## src/rtl/bcd_convert_7.sv

```systemverilog
// Iterative 7-bit binary to BCD converter (double-dabble) with a start/busy/done handshake
// and active-low seven-segment decode for the tens and ones digits.
module bcd_convert_7 #(
  parameter bit BLANK_LZ = 1'b1
) (
  input  logic       CLK,
  input  logic       RST,
  input  logic       start,
  input  logic [6:0] bin_in,
  output logic       busy,
  output logic       done,
  output logic [3:0] hund,
  output logic [3:0] tens,
  output logic [3:0] ones,
  output logic       ovf,
  output logic [6:0] seg_tens,
  output logic [6:0] seg_ones
);

  typedef enum logic [1:0] {StIdle, StShift, StDone} state_e;

  state_e      state_q, state_d;
  logic [18:0] work_q, work_d;
  logic [2:0]  iter_q, iter_d;
  logic [3:0]  hund_q, hund_d, tens_q, tens_d, ones_q, ones_d;
  logic        ovf_q, ovf_d;
  logic        done_q, done_d;

  // Add 3 to every BCD field of the work register that holds 5 or more.
  function automatic logic [18:0] add3(input logic [18:0] w);
    logic [18:0] r;
    r = w;
    for (int f = 0; f < 3; f++) begin
      if (w[7+4*f +: 4] >= 4'd5) r[7+4*f +: 4] = w[7+4*f +: 4] + 4'd3;
    end
    return r;
  endfunction

  function automatic logic [6:0] seg7(input logic [3:0] d);
    logic [6:0] s;
    case (d)
      4'd0:    s = 7'h40;
      4'd1:    s = 7'h79;
      4'd2:    s = 7'h24;
      4'd3:    s = 7'h30;
      4'd4:    s = 7'h19;
      4'd5:    s = 7'h12;
      4'd6:    s = 7'h02;
      4'd7:    s = 7'h78;
      4'd8:    s = 7'h00;
      4'd9:    s = 7'h10;
      default: s = 7'h7F;
    endcase
    return s;
  endfunction

  // State register and datapath registers
  always_ff @(posedge CLK or posedge RST) begin
    if (RST) begin
      state_q <= StIdle;
      work_q  <= '0;
      iter_q  <= '0;
      hund_q  <= '0;
      tens_q  <= '0;
      ones_q  <= '0;
      ovf_q   <= 1'b0;
      done_q  <= 1'b0;
    end else begin
      state_q <= state_d;
      work_q  <= work_d;
      iter_q  <= iter_d;
      hund_q  <= hund_d;
      tens_q  <= tens_d;
      ones_q  <= ones_d;
      ovf_q   <= ovf_d;
      done_q  <= done_d;
    end
  end

  // Next-state and datapath update
  always_comb begin
    state_d = state_q;
    work_d  = work_q;
    iter_d  = iter_q;
    hund_d  = hund_q;
    tens_d  = tens_q;
    ones_d  = ones_q;
    ovf_d   = ovf_q;
    done_d  = 1'b0;
    case (state_q)
      StIdle: begin
        if (start) begin
          work_d  = {12'b0, bin_in};
          iter_d  = '0;
          state_d = StShift;
        end
      end
      StShift: begin
        work_d = add3(work_q) << 1;
        iter_d = iter_q + 3'd1;
        if (iter_q == 3'd6) state_d = StDone;
      end
      StDone: begin
        hund_d  = work_q[18:15];
        tens_d  = work_q[14:11];
        ones_d  = work_q[10:7];
        ovf_d   = (work_q[18:15] != 4'd0);
        done_d  = 1'b1;
        state_d = StIdle;
      end
      default: state_d = StIdle;
    endcase
  end

  // Outputs
  always_comb begin
    busy     = (state_q != StIdle);
    done     = done_q;
    hund     = hund_q;
    tens     = tens_q;
    ones     = ones_q;
    ovf      = ovf_q;
    seg_ones = seg7(ones_q);
    seg_tens = (BLANK_LZ && tens_q == 4'd0 && hund_q == 4'd0) ? 7'h7F : seg7(tens_q);
  end

endmodule

```

## config.mk

```make
export PLATFORM = sky130hd
export DESIGN_NAME = bcd_convert_7
export DESIGN_NICKNAME = d
export VERILOG_FILES = /design/src/rtl/bcd_convert_7.sv
export SDC_FILE = /design/constraint.sdc
export NUM_CORES = 1
export LEC_CHECK = 0
export CORE_MARGIN = 3
export CORE_UTILIZATION = 48
export CTS_CLUSTER_DIAMETER = 60
export DETAILED_ROUTE_END_ITERATION = 8
export GPL_ROUTABILITY_DRIVEN = 0
export GPL_TIMING_DRIVEN = 0
export HOLD_SLACK_MARGIN = 0.08
export PLACE_DENSITY = 0.84
export SYNTH_ARGS = -nofsm -noshare
export SYNTH_HDL_FRONTEND = slang
export SYNTH_SLANG_ARGS = --single-unit
export TNS_END_PERCENT = 50
```

## constraint.sdc

```tcl
create_clock -name CLK -period 2 [get_ports CLK]
set_input_delay 0.4 -clock CLK [delete_from_list [all_inputs] [get_ports CLK]]
set_output_delay 0.4 -clock CLK [all_outputs]
set_load 0.01 [all_outputs]
```

==> flow_metrics.py, run 1 <==
metrics = {
    "clock_tree": {
        "cts_tree": "done",
        "numCtsBuffers": 5,
        "path_clk_slew_ps": 70,
        "cts.htree.levels": 2,
        "clock_latency_ps": 290,
        "clockRootBuffer": "clkbuf_8",
        "hold_buffers": 0,
        "ctsLongestPathBuffers": 2,
        "cts.sinks": 38,
    },
    "setup_path": {
        "crit_chain": "inv_2 -> ha_4 -> or4b_4 -> o21bai_4 -> nor3_4 -> a211oi_2 -> buf_2",
        "crit_path_max_incr_delay_ps": 480,
        "critPathLaunch": "tens[0]",
        "r2r-start": "work_q[11]",
        "cp.buffers_inverters": 2,
        "endpoint_kind": "output port",
        "start_kind": "flip-flop",
        "cp_slowest_cell": "or4b_4",
        "critPathRequiredTime_ps": 1600,
        "crit_family": "simple AND/OR/NAND/NOR gates",
        "path_class": "flip-flop to output port",
        "crit_fanout": 3,
        "arrival_ps": 1950,
    },
    "timing": {
        "fmax_mhz": 426.1,
        "fin_ws_ps": -346.8,
        "min_period_over_period": 1.173,
        "setup_tns_ps": -2090,
        "setup_viol": 7,
        "skew_ps": 4.071,
        "fin_crit_ps": 2347,
        "rsz0062_at_grt": "yes",
        "finalHoldViolations": 0,
        "max-slew-margin-rel": 0.4843,
        "maxSlewViolCount": 0,
        "tightest_slew_ps": 772.4,
    },
    "finish": {
        "final_cell_area_um2": 2775,
        "nFillCells": 339,
        "drive_gt1_frac": 0.2107,
        "nNetsFinal": 308,
        "diodes": 0,
        "utilization": 0.6651,
        "syn_to_final_growth_pct": 27.40,
    },
    "synth": {
        "synth-seq-cells": 38,
        "dominantRegCellSynth": "dfrtp_1",
        "synth_top_area_cell": "dfrtp_1",
        "synthArstFlopShare": 1.000,
        "synth_adder_area_share": 0.1091,
        "synth_xor_xnor_area_share": 0.01608,
        "synth.area.top_cells": "dfrtp_1 44%, ha_1 11%, nand2_1 4.0%",
        "yosys-top-cells-count": "38 x dfrtp_1, 23 x nand2_1, 19 x ha_1",
        "ys_seq_area_frac": 0.4365,
        "synth_area_um2": 2178,
        "synth_edf_count": 0,
        "synth_compound_area_frac": 0.1792,
        "syn_avg_cell_area_um2": 9.596,
        "synth_fp_nets": 256,
        "synth_mux_area_frac": 0.04940,
        "synth_top_area_frac": 0.4365,
        "ys_warn_count": 0,
        "synth_top_family_by_area": "compound AO/OA/AOI/OAI gates",
        "syn_inst": 227,
        "synth-simple-area-share": 0.1614,
        "synthDistinctLibCells": 38,
        "synth_most_common_cell": "dfrtp_1",
    },
    "pwr": {
        "p_per_area_nw_per_um2": 1532,
        "ir_drop_uv": 590.1,
        "power_leakage_nw": 1.280,
    },
    "status": {
        "violations": "setup timing",
        "status": "finished with violations",
    },
    "routing": {
        "routedWlPerCell_um": 14.28,
        "viasPerCell": 5.497,
        "drc_errors": 0,
        "drtIter0Drc": 76,
        "wirelength_um": 4713,
        "route.vias.total": 1814,
        "ant_nets": 0,
        "firstDrtPassIters": 4,
    },
    "global_route": {
        "antenna_found_initial": 0,
        "overflow": 0,
        "grt_max_degree": 39,
        "grt_pass1_wl_um": 8100,
        "grt_pass1_vias": 1789,
        "grt.total_usage": 0.1936,
    },
    "floorplan": {
        "die_area_um2": 5382,
        "io-pin-count": 39,
        "die_h_um": 73.37,
        "start_util": 0.5220,
        "dieWidth_um": 73.37,
        "row_count": 23,
        "coreArea_um2": 4173,
    },
    "worst_hold_path": {
        "min-delay-start": "iter_q[2]",
        "worstHoldPathType": "flip-flop to flip-flop",
    },
    "place": {
        "placed_area_um2": 2630,
        "numPortBuffers": 38,
        "hpwlAfterDp_um": 3260,
    },
    "flow_run": {
        "maxCapViolations": 0,
    },
}
## what timing repair did
| action | CTS | global route |
|---|---|---|
| pin swaps | 3 | 2 |
| setup endpoints to repair | 15 | 14 |
| resized for setup | 53 | 19 |
| setup buffers | 5 | 2 |
| hold endpoints to repair | 0 | 0 |
## registers in the layout, summed over array words and instances (netlist names)
signal,count
tens,4
iter_q,3
done,1
work_q,19
state_q,2
hund,4
ovf,1
ones,4
## placed cells by master (no fill, tap or decap), types with 4 or more instances in the layout
cell type        netlist  routed
buf_4                  1       9
mux2i_1                4       4
o21ai_1               17      18
dfrtp_1               38      37
nor3b_1                7       7
nand2_1               23      23
clkbuf_2               0       5
buf_2                  3      11
clkdlybuf4s50_1        0      23
nand2b_1               8       8
o31ai_1                4       4
nor2_1                14      13
o21ai_0                7       6
ha_1                  19      18
inv_2                  1       6
clkbuf_8               0       8
a21oi_1               16      13
o22ai_1                4       4
inv_1                 15      10
mux2_1                 6       6
## through the flow
| step | setup WS [ps] | hold slack (ps) | cells | power, mW |
|---|---|---|---|---|
| floorplan | 0.3441 | 440.3 | 227 | 2.797 |
| global placement | -543.8 | 462.9 | 315 | 3.659 |
| detailed placement | -548.4 | 466.3 | 315 | 3.752 |
| CTS | -366.9 | 479.0 | 328 | 4.252 |
| global route | -422.1 | 506.1 | 330 | 4.623 |
| finish | -346.8 | 480.7 | 330 | 4.253 |
## final cells by class
class / instances / area [um2] / share of cell area
multi-input cells: 163 / 1165 / 0.4197
flip-flops and latches: 38 / 952.2 / 0.3431
repair buffers: 45 / 365.4 / 0.1317
clock buffers: 8 / 110.1 / 0.03968
well taps: 50 / 62.56 / 0.02254
plain buffers: 10 / 60.06 / 0.02164
inverters: 16 / 60.06 / 0.02164
## logic make-up (layout without fill, tap and decap cells)
kind of cell / Yosys count / after routing
AO/OA/AOI/OAI: 62 / 62
XOR/XNOR: 4 / 4
adder cells (fa/ha/maj): 19 / 19
buffers and inverters: 26 / 79
flip-flops: 38 / 38
multiplexers: 10 / 10
AND/OR/NAND/NOR: 68 / 68
## worst paths after layout
kind	to	slack, ps	cells after the start
max	seg_tens[3]	-350	7
min reg2reg	iter_q[2]	480	1
max reg2reg	work_q[13]	350	6
min	iter_q[2]	480	1
max in group asynchronous	ones[0]	910	2
min in group asynchronous	done	560	2
## power breakdown
group	total [mW]	internal, mW	switching, mW
registers	1.31	1.05	0.255
clock network	0.617	0.348	0.269
logic	2.33	1.11	1.22
## routing by layer
layer  vias up  part of all wire  GRT usage
li1        890                 -          -
met1       866              0.45     0.2391
met2        48              0.48     0.3208
met3        10             0.055    0.04788
met4         0             0.021    0.08451
met5         -                 0          0
No activity file was read; power rests on OpenSTA's default activity.
==> inputs of run 2 (changes only) <==
- ABC_AREA: default -> 1
==> run 2 against run 1 <==
The run still ends with setup timing left. Total power is 7.0% higher. Clock skew grew 2.4 ps. First-iteration DRC count is 63% higher. Routed wire length grew 2.8%. Setup slack better by 260 ps. Non-clock buffer count grew 2. Area after synthesis hardly changed.
==> flow_metrics.py, run 2 <==
metrics = {
    "synth": {
        "synth_adder_area_share": 0.1092,
        "syn_inst": 275,
        "synth.area.top_cells": "dfrtp_1 44%, nand2_1 12%, ha_1 11%",
        "synth-simple-area-share": 0.2448,
        "synth-seq-cells": 38,
        "synth_xor_xnor_area_share": 0,
        "dominantRegCellSynth": "dfrtp_1",
        "ys_seq_area_frac": 0.4368,
        "synth_top_area_cell": "dfrtp_1",
        "synth_top_family_by_area": "simple AND/OR/NAND/NOR gates",
        "synth_edf_count": 0,
        "synth_area_um2": 2177,
        "synthDistinctLibCells": 22,
        "synthArstFlopShare": 1.000,
        "yosys-top-cells-count": "67 x nand2_1, 39 x o21ai_0, 38 x dfrtp_1",
        "synth_most_common_cell": "nand2_1",
        "synth_mux_area_frac": 0,
        "syn_avg_cell_area_um2": 7.917,
        "synth_compound_area_frac": 0.1264,
        "ys_warn_count": 0,
        "synth_top_area_frac": 0.4368,
        "synth_fp_nets": 304,
    },
    "routing": {
        "drtIter0Drc": 124,
        "routedWlPerCell_um": 12.65,
        "viasPerCell": 5.274,
        "firstDrtPassIters": 4,
        "drc_errors": 0,
        "route.vias.total": 2020,
        "ant_nets": 0,
        "wirelength_um": 4845,
    },
    "floorplan": {
        "row_count": 23,
        "dieWidth_um": 73.35,
        "io-pin-count": 39,
        "start_util": 0.5217,
        "die_h_um": 73.35,
        "coreArea_um2": 4173,
        "die_area_um2": 5379,
    },
    "setup_path": {
        "crit_path_max_incr_delay_ps": 450,
        "crit_chain": "buf_4 -> ha_1 -> or2_4 -> o211ai_1 -> nand3_1 -> buf_2",
        "cp.buffers_inverters": 2,
        "path_class": "flip-flop to output port",
        "endpoint_kind": "output port",
        "start_kind": "flip-flop",
        "critPathRequiredTime_ps": 1600,
        "cp_slowest_cell": "dfrtp_2",
        "arrival_ps": 1690,
        "crit_family": "flip-flops",
        "crit_fanout": 5,
    },
    "clock_tree": {
        "cts.htree.levels": 2,
        "numCtsBuffers": 5,
        "hold_buffers": 0,
        "clock_latency_ps": 290,
        "cts_tree": "done",
        "path_clk_slew_ps": 70,
        "cts.sinks": 38,
        "ctsLongestPathBuffers": 2,
        "clockRootBuffer": "clkbuf_8",
    },
    "timing": {
        "fin_ws_ps": -85.10,
        "tightest_slew_ps": 768.4,
        "fin_crit_ps": 2085,
        "fmax_mhz": 479.6,
        "rsz0062_at_grt": "yes",
        "skew_ps": 6.431,
        "min_period_over_period": 1.043,
        "maxSlewViolCount": 0,
        "finalHoldViolations": 0,
        "setup_viol": 4,
        "max-slew-margin-rel": 0.4870,
    },
    "pwr": {
        "ir_drop_uv": 677.9,
        "p_per_area_nw_per_um2": 1603,
        "power_leakage_nw": 1.453,
    },
    "place": {
        "numPortBuffers": 38,
        "placed_cells": 363,
        "hpwlAfterDp_um": 3191,
        "placed_area_um2": 2620,
    },
    "finish": {
        "top_register": "work_q",
        "diodes": 0,
        "nNetsFinal": 361,
        "syn_to_final_growth_pct": 30.40,
        "final_common_cell": "nand2_1",
        "drive_gt1_frac": 0.1772,
        "final_cell_area_um2": 2839,
        "nFillCells": 360,
        "final_cell_mix": "66 x nand2_1, 37 x o21ai_0, 34 x dfrtp_1",
        "utilization": 0.6804,
        "finalNonFillerCells": 383,
        "largest_reg_flops": 19,
    },
    "flow_run": {
        "maxCapViolations": 0,
    },
    "global_route": {
        "grt.total_usage": 0.1907,
        "overflow": 0,
        "antenna_found_initial": 0,
        "grt_pass1_vias": 1871,
        "grt_pass1_wl_um": 8066,
        "grt_max_degree": 39,
    },
    "worst_hold_path": {
        "worstHoldPathType": "flip-flop to flip-flop",
    },
    "status": {
        "status": "finished with violations",
        "violations": "setup timing",
    },
}
-- run 2: cell count changes after synthesis, moves of 8 or more --
cell / delta
o21ai_1: -10
a21oi_1: -14
nand2b_1: -8
nand2_1: +44
nand3_1: +25
inv_1: +16
o21ai_0: +32
-- run 2: worst min-delay path: stages (launching register included) --
cell and delay (ps):
dfrtp_1 350, nand2_1 50, nand2_1 50
-- run 2: logic make-up (layout without fill, tap and decap cells) --
logic type	count (synthesis)	after routing
buffers and inverters	41	99
DFF	38	38
and+or+nand+nor	124	124
adders and majority gates	19	19
AOI/OAI and AO/OA	53	53
-- run 2: final timing paths --
path                          endpoint        from  cells after the start  slack, ps
setup / recovery           seg_tens[0]     tens[0]                      6        -90
min in group asynchronous   work_q[17]         RST                      2        570
setup reg to reg            work_q[13]  work_q[11]                      8        700
hold reg to reg              work_q[0]   work_q[0]                      2        480
hold / removal               work_q[0]   work_q[0]                      2        480
max in group asynchronous      tens[0]         RST                      2        890
-- run 2: area by class of cell --
cell class	count	area (um2)	share of cell area
multi-input combinational	196	1099	0.3870
sequential	38	955.9	0.3367
timing repair buffer	51	452.9	0.1595
inverter	34	132.6	0.04672
clock buffer	7	86.33	0.03041
tap	50	62.56	0.02204
buffer	6	45.04	0.01587
clock inverter	1	5.005	0.001763
-- run 2: power breakdown --
group	total [mW]	switching [mW]	internal [mW]	leakage (nW)
Combinational	2.62	1.46	1.16	0.942
Sequential	1.40	0.292	1.11	0.463
Clock	0.531	0.254	0.278	0.0482
-- run 2: routing by layer --
metal / GRT usage / wire (um) / vias to the layer above
li1: - / - / 1013
met1: 0.2294 / 2153 / 946
met2: 0.3267 / 2371 / 55
met3: 0.04788 / 267 / 6
met4: 0.07445 / 52 / 0
met5: 0 / 0 / -
-- run 2: what timing repair did --
item | CTS | global route
hold endpoints to repair | 0 | 0
buffers inserted | 9 | 4
endpoints found under the setup margin | 14 | 12
gates resized for setup | 43 | 20
pin swaps | 3 | 1
-- run 2: per-stage QoR --
step / power (mW) / hold WS, ps / worst slack (ps) / setup TNS, ps
after global placement: 3.799 / 455.2 / -79.20 / -2878
after global routing: 5.029 / 509.0 / -179.7 / -563.7
final: 4.551 / 481.7 / -85.10 / -220.7
after floorplan: 2.910 / 436.6 / 387.0 / 0
after CTS: 4.436 / 478.7 / -61.70 / -104.0
after detailed placement: 3.890 / 460.7 / -112.6 / -706.9
==> inputs of run 3 (changes only) <==
- CORE_UTILIZATION: 48 -> 30
- PLACE_DENSITY: 0.84 -> 0.61
==> run 3 against run 2 <==
The run still ends with setup timing left. Global-route usage decreased by 7.5 points. Clock power rose by 3%. Die area increased by 55%. Via count fell by 3.5%. Total power increased by 0.36%. Combinational power about the same. Cell area rose by 2.5%. Cell count rose by 11%. Core utilization is 26 points lower. Clock skew down 3.5 ps. Sequential power about the same. Critical path type unchanged. Largest power group unchanged. Highest routed layer unchanged.
==> flow_metrics.py, run 3 (synthesis results as in run 2) <==
metrics = {
    "place": {
        "placed_cells": 409,
        "hpwlAfterDp_um": 3304,
        "numPortBuffers": 38,
    },
    "setup_path": {
        "ff2ff_setup_slack_ps": 720,
        "arrival_ps": 1650,
        "timing.rr.end": "work_q[12]",
        "start_kind": "flip-flop",
        "r2r-start": "work_q[11]",
        "r2r_cells": 8,
        "crit_fanout": 4,
        "endpoint_kind": "output port",
        "path_class": "flip-flop to output port",
        "critPathRequiredTime_ps": 1600,
    },
    "timing": {
        "fin_crit_ps": 2049,
        "fin_ws_ps": -49.11,
        "rsz0062_at_grt": "yes",
        "skew_ps": 2.923,
        "setup_tns_ps": -90.98,
        "holdWs_ps": 472.4,
        "tightest_slew_ps": 794.1,
        "finalHoldViolations": 0,
        "fmax_mhz": 488.0,
        "min_period_over_period": 1.025,
        "maxSlewViolCount": 0,
        "max-slew-margin-rel": 0.4698,
        "setup_viol": 3,
    },
    "floorplan": {
        "start_util": 0.3152,
        "dieWidth_um": 91.19,
        "die_h_um": 91.19,
        "coreArea_um2": 6907,
        "die_area_um2": 8315,
        "row_count": 30,
        "io-pin-count": 39,
    },
    "routing": {
        "drtIter0Drc": 77,
        "routedWlPerCell_um": 11.27,
        "firstDrtPassIters": 6,
        "wirelength_um": 4802,
        "route.vias.total": 1949,
        "viasPerCell": 4.575,
        "drc_errors": 0,
        "ant_nets": 0,
    },
    "finish": {
        "final_common_cell": "nand2_1",
        "nFillCells": 743,
        "top_register": "work_q",
        "nNetsFinal": 358,
        "largest_reg_flops": 19,
        "diodes": 0,
        "finalNonFillerCells": 426,
        "syn_to_final_growth_pct": 33.62,
        "final_cell_mix": "66 x nand2_1, 36 x o21ai_0, 34 x dfrtp_1",
        "seq_area_um2": 955.9,
        "multi_input_area_um2": 1121,
        "drive_gt1_frac": 0.1788,
    },
    "worst_hold_path": {
        "min_path_cells": 2,
        "worstHoldPathType": "flip-flop to flip-flop",
        "min-delay-start": "work_q[0]",
        "hold-path-endpoint": "work_q[0]",
    },
    "global_route": {
        "antenna_found_initial": 0,
        "overflow": 0,
        "grt_pass1_vias": 1840,
        "grt_pass1_wl_um": 7969,
        "grt.total_usage": 0.1157,
        "grt_max_degree": 39,
    },
    "pwr": {
        "p_total_mw": 4.567,
        "power_leakage_nw": 1.459,
        "ir_drop_uv": 590.4,
        "p_per_area_nw_per_um2": 1570,
    },
    "clock_tree": {
        "ctsLongestPathBuffers": 2,
        "cts.sinks": 38,
        "cts_tree": "done",
        "clockRootBuffer": "clkbuf_8",
        "numCtsBuffers": 5,
        "path_clk_slew_ps": 70,
        "clock_latency_ps": 290,
        "hold_buffers": 0,
        "cts.htree.levels": 2,
    },
    "flow_run": {
        "maxCapViolations": 0,
    },
    "status": {
        "violations": "setup timing",
        "status": "finished with violations",
    },
}
run 3: changes by cell type in the layout (fill, tap and decap cells not counted), sizes merged:
cell	before	now
buf	24	22
clkdlybuf4s15	4	2
dlymetal6s2s	0	1
run 3: how the worst max path moves through the flow:
stage / start / endpoint / slack [ps] / cells past startpoint
floorplan: tens[1] / seg_tens[0] / 390 / 5
global placement: RST / done / -170 / 2
detailed placement: tens[1] / seg_tens[0] / -120 / 5
CTS: ones[2] / seg_ones[2] / -40 / 4
global route: tens[1] / seg_tens[6] / -90 / 6
finish: tens[1] / seg_tens[6] / -50 / 6
run 3: stage by stage:
stage / area [um2] / utilization / setup slack, ps
2_1_floorplan: 2177 / - / 387.0
3_3_place_gp: 2678 / 0.3877 / -167.9
3_5_place_dp: 2678 / 0.3877 / -120.3
4_1_cts: 2821 / 0.4085 / -44.67
5_1_grt: 2909 / 0.4212 / -91.33
6_report: 2909 / 0.4212 / -49.11
run 3: worst max-delay path: stages (launching register included):
cell and delay [ps]:
dfrtp_2 450, buf_12 140, ha_1 160, or2_2 310, nand3_1 90, nand3_2 70
buf_6 130
run 3: layout make-up:
class	count	share of cell area
clock buffers	7	0.02968
well taps	96	0.04129
clock inverters	1	0.001720
flip-flops and latches	38	0.3286
repair buffers	48	0.1523
plain buffers	6	0.01634
inverters	34	0.04473
multi-input cells	196	0.3854
run 3: report_power, final:
group,switching (mW),internal (mW),leakage [nW],total (mW)
clock,0.269,0.278,0.0482,0.547
sequential,0.298,1.11,0.463,1.41
combinational,1.43,1.18,0.947,2.61
total,2.00,2.57,1.46,4.57
run 3: routing by layer:
layer  track usage  vias to the layer above  share of wire
met5             0                        -              0
met4       0.02638                        0         0.0087
met3       0.03811                        5          0.058
met2        0.1956                       44           0.45
met1        0.1429                      898           0.48
li1              -                     1002              -
run 3: timing repair:
item | 4_1_cts | 5_1_grt
pin swaps | 7 | 1
endpoints found under the setup margin | 14 | 12
setup buffers | 6 | 4
resized for setup | 49 | 20
